==> src/rtl/bcd_sched_pkg.sv <==
// Shared types and constants for the sequential binary-to-BCD conversion scheduler.
package bcd_sched_pkg;
  localparam int BIN_W      = 16;
  localparam int DIGITS     = 5;
  localparam int BCD_W      = 20;
  localparam int SHIFT_LAST = 15;

  typedef enum logic [1:0] {IDLE, SHIFT, DONE} state_t;
endpackage

==> src/rtl/bcd_rr_arbiter.sv <==
// Round-robin grant: search starts one past the last-granted requester.
module bcd_rr_arbiter #(
  parameter int NREQ = 2
) (
  input  logic            clk,
  input  logic            rst_n,
  input  logic [NREQ-1:0] req,
  input  logic            take,
  output logic            gnt_vld,
  output logic [1:0]      gnt_idx
);
  logic [1:0] ptr;

  // Walk offsets from farthest to nearest so the nearest requester wins.
  always_comb begin
    gnt_vld = 1'b0;
    gnt_idx = ptr;
    for (int i = NREQ; i >= 1; i--) begin
      for (int k = 0; k < NREQ; k++) begin
        if (req[k] && (k == (int'(ptr) + i) % NREQ)) begin
          gnt_vld = 1'b1;
          gnt_idx = 2'(k);
        end
      end
    end
  end

  always_ff @(posedge clk or negedge rst_n) begin
    if (!rst_n)                ptr <= 2'(NREQ - 1);
    else if (take && gnt_vld)  ptr <= gnt_idx;
  end
endmodule

==> src/rtl/bcd_convert_scheduler.sv <==
// Shared shift-and-add-3 binary-to-BCD engine, one bit per cycle, fronted by a
// round-robin arbiter; one conversion per 18 cycles under continuous load.
module bcd_convert_scheduler
  import bcd_sched_pkg::*;
#(
  parameter int NREQ = 2
) (
  input  logic                  clk,
  input  logic                  rst_n,
  input  logic [NREQ-1:0]       req_i,
  input  logic [16*NREQ-1:0]    value_i,
  output logic [NREQ-1:0]       ack_o,
  output logic                  done_o,
  output logic [1:0]            result_id_o,
  output logic [BCD_W-1:0]      bcd_o,
  output logic                  busy_o
);
  localparam int SH_W = BCD_W + BIN_W;

  state_t            state, state_nxt;
  logic [SH_W-1:0]   sh, sh_adj, sh_nxt;
  logic [3:0]        cnt;
  logic [1:0]        gid;
  logic              gnt_vld, take;
  logic [1:0]        gnt_idx;
  logic [BIN_W-1:0]  val_sel;

  bcd_rr_arbiter #(.NREQ(NREQ)) u_arb (
    .clk     (clk),
    .rst_n   (rst_n),
    .req     (req_i),
    .take    (take),
    .gnt_vld (gnt_vld),
    .gnt_idx (gnt_idx)
  );

  always_comb begin
    val_sel = '0;
    for (int k = 0; k < NREQ; k++)
      if (gnt_idx == 2'(k)) val_sel = value_i[16*k +: 16];
  end

  // Add-3 on every digit nibble >= 5, then shift the whole {digits, operand} left.
  always_comb begin
    sh_adj = sh;
    for (int d = 0; d < DIGITS; d++)
      if (sh[BIN_W+4*d +: 4] >= 4'd5)
        sh_adj[BIN_W+4*d +: 4] = sh[BIN_W+4*d +: 4] + 4'd3;
    sh_nxt = sh_adj << 1;
  end

  always_comb begin
    state_nxt = state;
    take      = 1'b0;
    case (state)
      IDLE:  if (gnt_vld) begin
               take      = 1'b1;
               state_nxt = SHIFT;
             end
      SHIFT: if (cnt == 4'(SHIFT_LAST)) state_nxt = DONE;
      DONE:  state_nxt = IDLE;
      default: state_nxt = IDLE;
    endcase
  end

  always_ff @(posedge clk or negedge rst_n) begin
    if (!rst_n) begin
      state       <= IDLE;
      sh          <= '0;
      cnt         <= '0;
      gid         <= '0;
      bcd_o       <= '0;
      result_id_o <= '0;
    end else begin
      state <= state_nxt;
      case (state)
        IDLE: if (take) begin
          sh  <= {{BCD_W{1'b0}}, val_sel};
          cnt <= '0;
          gid <= gnt_idx;
        end
        SHIFT: begin
          sh  <= sh_nxt;
          cnt <= cnt + 4'd1;
          // Result registers load on the last shift so they are valid throughout DONE.
          if (cnt == 4'(SHIFT_LAST)) begin
            bcd_o       <= sh_nxt[SH_W-1 -: BCD_W];
            result_id_o <= gid;
          end
        end
        default: ;
      endcase
    end
  end

  assign done_o = (state == DONE);
  assign busy_o = (state != IDLE);

  always_comb begin
    ack_o = '0;
    for (int k = 0; k < NREQ; k++)
      ack_o[k] = done_o && (gid == 2'(k));
  end
endmodule

==> config.mk <==
export PLATFORM = sky130hd
export DESIGN_NAME = bcd_convert_scheduler
export DESIGN_NICKNAME = d
export VERILOG_FILES = /design/src/rtl/bcd_sched_pkg.sv /design/src/rtl/bcd_rr_arbiter.sv /design/src/rtl/bcd_convert_scheduler.sv
export SDC_FILE = /design/constraint.sdc
export NUM_CORES = 1
export LEC_CHECK = 0
export BUFFER_PORTS_ARGS = -buffer_cell sky130_fd_sc_hd__buf_2
export CAP_MARGIN = 20
export CORE_ASPECT_RATIO = 2
export CORE_MARGIN = 10
export CORE_UTILIZATION = 30
export CTS_CLUSTER_DIAMETER = 120
export DETAILED_ROUTE_END_ITERATION = 7
export PLACE_DENSITY = 0.61
export SLEW_MARGIN = 25
export SYNTH_ARGS = -nofsm -noshare
export SYNTH_HDL_FRONTEND = slang
export SYNTH_SLANG_ARGS = --single-unit
export TNS_END_PERCENT = 20
==> constraint.sdc <==
create_clock -name clk -period 1.8 [get_ports clk]
set_clock_uncertainty 0.2 [all_clocks]
set_input_delay 0 -clock clk [delete_from_list [all_inputs] [get_ports clk]]
set_output_delay 0 -clock clk [all_outputs]
set_load 0.03 [all_outputs]
# Word-level counts from Yosys, hierarchy flattened

Cells that the tools add are included.

Bits in writable memories: 0
Logic and storage cells: 74
ROM bits: 0
Output and inout bits: 26
Latch bits: 0
Memories kept: 0
Bits in registers: 68

Bitwise gates (word level): 2
Multiplexer cells: 24
Reduce and logical (&&, ||, !) cells: 18
Shift-type cells: 0
Order comparisons: 5
Divide/modulo/power cells: 0
Add/subtract/negate cells: 8
$mul: 0
Equal/unequal tests: 10

Operators by type and width:

| operator                                                                 | count |
|---|---|
| 36-bit case mux with 2 select lines                                      | 1 |
| 32-bit zero test                                                         | 2 |
| 36-bit 2-to-1 mux                                                        | 1 |
| 16-bit 2-to-1 mux                                                        | 2 |
| 4-bit by 3-bit >= comparator with 1-bit output (second input constant)   | 5 |
| 4-bit 2-to-1 mux                                                         | 5 |
| 4-bit by 2-bit adder with 4-bit output (second input constant)           | 4 |
| 2-bit 2-to-1 mux                                                         | 6 |
| 4-bit case mux with 2 select lines                                       | 1 |
| 2-bit AND reduction                                                      | 4 |
| 1-bit logical AND                                                        | 7 |
| 2-bit by 1-bit equality test with 1-bit output (second input constant)   | 3 |
| 2-bit zero test                                                          | 3 |
| 1-bit 2-to-1 mux                                                         | 6 |
| 4-bit by 1-bit adder with 4-bit output (second input constant)           | 1 |
| 2-bit equality test (first input constant)                               | 2 |
| 4-bit equality test (second input constant)                              | 1 |
| 2-bit by 1-bit inequality test with 1-bit output (second input constant) | 2 |
| 2-bit case mux with 2 select lines                                       | 1 |
| 2-bit nonzero test                                                       | 2 |
| 3-bit by 2-bit adder with 3-bit output (second input constant)           | 1 |
| 3-bit 2-to-1 mux                                                         | 1 |
| 1-bit adder (second input constant)                                      | 2 |
| 1-bit AND (first input constant)                                         | 2 |
| other kinds (2)                                                          | 2 |

# Logic depth before layout (Yosys ltp)

Word-level depth: 13
Depth in mapped cells: 7
Gate-level depth less buffers: 6

# By module

Synthesis repeated with hierarchy kept, for this count alone.

Cell total of the unflattened synthesis: 313
Area, all modules: 3245.6 sq um

By module, submodules not included:

| module                | sequential area each (sq um) | area an instance (sq um) | instances | cells an instance |
|---|---|---|---|---|
| bcd_convert_scheduler | 1651.6                       | 3144.3                   | 1         | 303 |
| bcd_rr_arbiter        | 51.3                         | 101.3                    | 1         | 10 |

# Worst setup path after synthesis

Ideal clock, no wire load.

Path kind: register -> output
Start point: register state[1]
End point: output port ack_o[0]
Stages on the path, launching flop included: 3
Setup slack: -0.142 ns
Arrival: 1.742 ns
Cells stage by stage: dfrtp_1 > nor2b_1 > nor3b_1

Word-level cells in the longest chain between the ends: 2

RTL lines:

| element                | RTL line                     | source |
|---|---|---|
| from (decl)            | bcd_convert_scheduler.sv:20  | `state_t state, state_nxt;` |
| from (signal assigned) | bcd_convert_scheduler.sv:75  | `state <= state_nxt;` |
| 2-bit equality test    | bcd_convert_scheduler.sv:96  | `assign done_o = (state == DONE);` |
| named net done_o       | bcd_convert_scheduler.sv:13  | `output logic done_o,` |
| 1-bit logical AND      | bcd_convert_scheduler.sv:102 | `ack_o[k] = done_o && (gid == 2'(k));` |
| to (decl)              | bcd_convert_scheduler.sv:12  | `output logic [NREQ-1:0] ack_o,` |

The timed path passes the listed nets, and every way through them passes these cells.

# Worst setup path after layout

Start point: register u_arb.ptr[0]
End point: register sh[14]

Word-level cells in the longest chain between the ends: 13
Elaborated cells between the ends (all ways): 30

RTL lines:

| element                             | RTL line                    | source |
|---|---|---|
| from (decl)                         | bcd_rr_arbiter.sv:12        | `logic [1:0] ptr;` |
| from (signal assigned)              | bcd_rr_arbiter.sv:29        | `if (!rst_n) ptr <= 2'(NREQ - 1);` |
| from (signal assigned)              | bcd_rr_arbiter.sv:30        | `else if (take && gnt_vld) ptr <= gnt_idx;` |
| 1-bit adder                         | bcd_rr_arbiter.sv:20        | `if (req[k] && (k == (int'(ptr) + i) % NREQ)) begin` |
| 1-bit AND (no source line)          | --                          |  |
| 32-bit zero test                    | bcd_rr_arbiter.sv:20        |  |
| 1-bit logical AND                   | bcd_rr_arbiter.sv:20        |  |
| 2-bit 2-to-1 mux (4 in a row)       | bcd_rr_arbiter.sv:20        |  |
| 2-bit zero test                     | bcd_convert_scheduler.sv:40 | `if (gnt_idx == 2'(k)) val_sel = value_i[16*k +: 16];` |
| 16-bit 2-to-1 mux (2 in a row)      | bcd_convert_scheduler.sv:40 |  |
| 36-bit 2-to-1 mux                   | bcd_convert_scheduler.sv:77 | `IDLE: if (take) begin` |
| 36-bit case mux with 2 select lines | bcd_convert_scheduler.sv:76 | `case (state)` |
| to (signal assigned)                | bcd_convert_scheduler.sv:78 | `sh <= {{BCD_W{1'b0}}, val_sel};` |
| to (signal assigned)                | bcd_convert_scheduler.sv:83 | `sh <= sh_nxt;` |
| to (decl)                           | bcd_convert_scheduler.sv:21 | `logic [SH_W-1:0] sh, sh_adj, sh_nxt;` |

Parallel ways exist; a longest one is shown, timed or not. The select of a mux whose other input is x is not followed.
A chain may end at the register's enable or synchronous reset.

==> out/qor.yml <==
synth_top_family_by_area: "simple AND/OR/NAND/NOR gates"
cts.reportedPaths.clkPinSlew_ps: 50
area_growth_pct: 30.3
rows: 56
grt_usage: 0.110
netlist.area_leader.share: 0.453
outcome: "finished, violations left"
wire_per_inst_um: 15.4
fin_ws_ps: 77.7
syn_inst: 389
core_sq_um: 11800
die_area_sq_um: 17200
finalCriticalPeriod_ps: 1720
synth-xor-area-share: 0.0168
die_y_um: 176
setup_viol: 0
synth-simple-area-share: 0.216
relSlewSlack: 0.400
detail_route.wirelength_um: 9660
irDropWorstVdd_v: 0.000681
dp_slack_ps: 11.9
drt_pre_antenna_iters: 4
routed_via_density: 5.05
muxShareOfSynthArea: 0.0292
rsz0062_at_grt: "true"
dp_hpwl_um: 7100
place.gp.congestion: 0.751
slew_violations: 0
clock.fmax_ghz: 0.581
syn_nets: 436
numPortBuffers: 61
clk_latency_ps: 330
cts_buffers: 9
grt_pass1_wl_um: 15800
drc: 0
worstMarginPinSlew_ps: 901
drive_gt1_frac: 0.253
synth_edf_count: 0
maxCapViolCount: 0
powerDensity_nw_per_um2: 1720
layout_common_cells: "dfrtp_1 (66), buf_2 (61), nand2_1 (44)"
synthDistinctLibCells: 40
vias: 3165
failed_checks: "hold timing"
floorplan.initialDensity: 0.308
fin_crit_sh: 0.957
grt_max_degree: 68
synth_area_leaders: "dfrtp_1 (45%), o21ai_0 (4.7%), nand2_1 (4.5%)"
grt_pass1_vias: 3334
power_uw: 8140
die_width_um: 97.9
ys_warn_count: 0
drt_iter0_drc: 161
criticalPathCategory: "flip-flop to flip-flop"
antennaDiodeCount: 0
yosys.area_share.adder: 0.0378
cp.required_ps: 1810
nets: 524
fin_area_sq_um: 4740
cp_max_fo: 5
antenna_found_initial: 0
grt_overflow: 0
whs_ps: -58.5
synth-compound-area-share: 0.187
antenna_left: 0
syn_area_per_cell_sq_um: 9.36
pin_count: 62
ys.flop_type: "dfrtp_1"
arrival_ps: 1730
ys_seq_elements: 67
layout_commonest_cell: "dfrtp_1"
cts_sinks: 67
async_flop_share: 1.00
hp-class: "primary input to flip-flop"
hold_violations: 2
ys_seq_area_frac: 0.461
cts_root_buf: "clkbuf_16"
start_kind: "flip-flop"
tritoncts: "yes"
synth_area_sq_um: 3640
clock_path_buffers: 2
critPathCaptureType: "flip-flop"
placed_area_sq_um: 4170
h-tree-depth: 3
yosysTopAreaCell: "dfrtp_1"
power.leakage_uw: 0.00221
[state kept, by name, summed over array words and instances (netlist names)]
| register | flops |
|---|---|
| bcd_o | 20 |
| cnt | 4 |
| u_arb.ptr | 1 |
| result_id_o | 2 |
| state | 2 |
| gid | 2 |
| sh | 36 |
[critical path: stages (launching register included)]
cell	delay (ps)
dfstp_2	550
buf_4	150
buf_4	140
nand2b_1	60
a21oi_1	140
nor4_1	70
a221o_1	300
[synthesized netlist by cell type, drive strengths merged (6+ instances only)]
cell type / instances
a211oi: 16
a21oi: 32
a221o: 15
buf: 18
clkbuf: 7
dfrtp: 66
ha: 11
inv: 12
nand2: 45
nand2b: 21
nand3: 6
nor2: 21
nor2b: 17
nor3: 6
nor3b: 10
nor4: 15
o21ai: 35
[metrics by stage]
step	setup TNS, ps	util	cells
6_report	0	0.401	627
5_1_grt	-9.49	0.401	627
4_1_cts	0	0.392	622
3_5_place_dp	0	0.352	591
3_3_place_gp	0	0.352	591
2_1_floorplan	0	-	389
[area by class of cell]
class / count / area, sq um
well taps: 145 / 181
clock inverters: 4 / 47.5
fillers: 1176 / 7100
flip-flops and latches: 67 / 1680
multi-input cells: 285 / 1820
inverters: 12 / 45.0
clock buffers: 12 / 267
repair buffers: 102 / 706
[logic make-up after synthesis]
kind of cell | after synthesis
buf+inv | 37
flops | 67
fa+ha+maj | 11
compound gates | 107
simple gates | 150
xor+xnor | 7
mux | 10
[what timing repair did]
item                       in CTS  in global routing
buffers inserted                0                  4
hold endpoints to repair       82                  0
setup endpoints to repair       0                 25
hold buffers                   15                  0
gates resized for setup         0                 11
[where the power goes]
group          switching [uW]  internal (uW)
combinational            2050           1610
clock                     616           1180
sequential                525           2160
total                    3200           4950
[worst paths after layout]
path,from,slack (ps),to,cells after the start
max,u_arb.ptr[0],80,sh[14],6
min,value_i[13],-60,sh[13],4
max reg2reg,u_arb.ptr[0],80,sh[14],6
min reg2reg,bcd_o[5],270,bcd_o[5],2
max in group asynchronous,rst_n,1060,u_arb.ptr[0],3
min in group asynchronous,rst_n,20,bcd_o[19],3
[metal layers]
metal	share of wire	GRT usage	vias to the layer above
met3	0.034	0.0248	22
met4	0.030	0.0591	0
met5	0	0	-
li1	-	-	1561
met1	0.37	0.105	1519
met2	0.56	0.211	63
No activity file was read; power rests on OpenSTA's default activity.
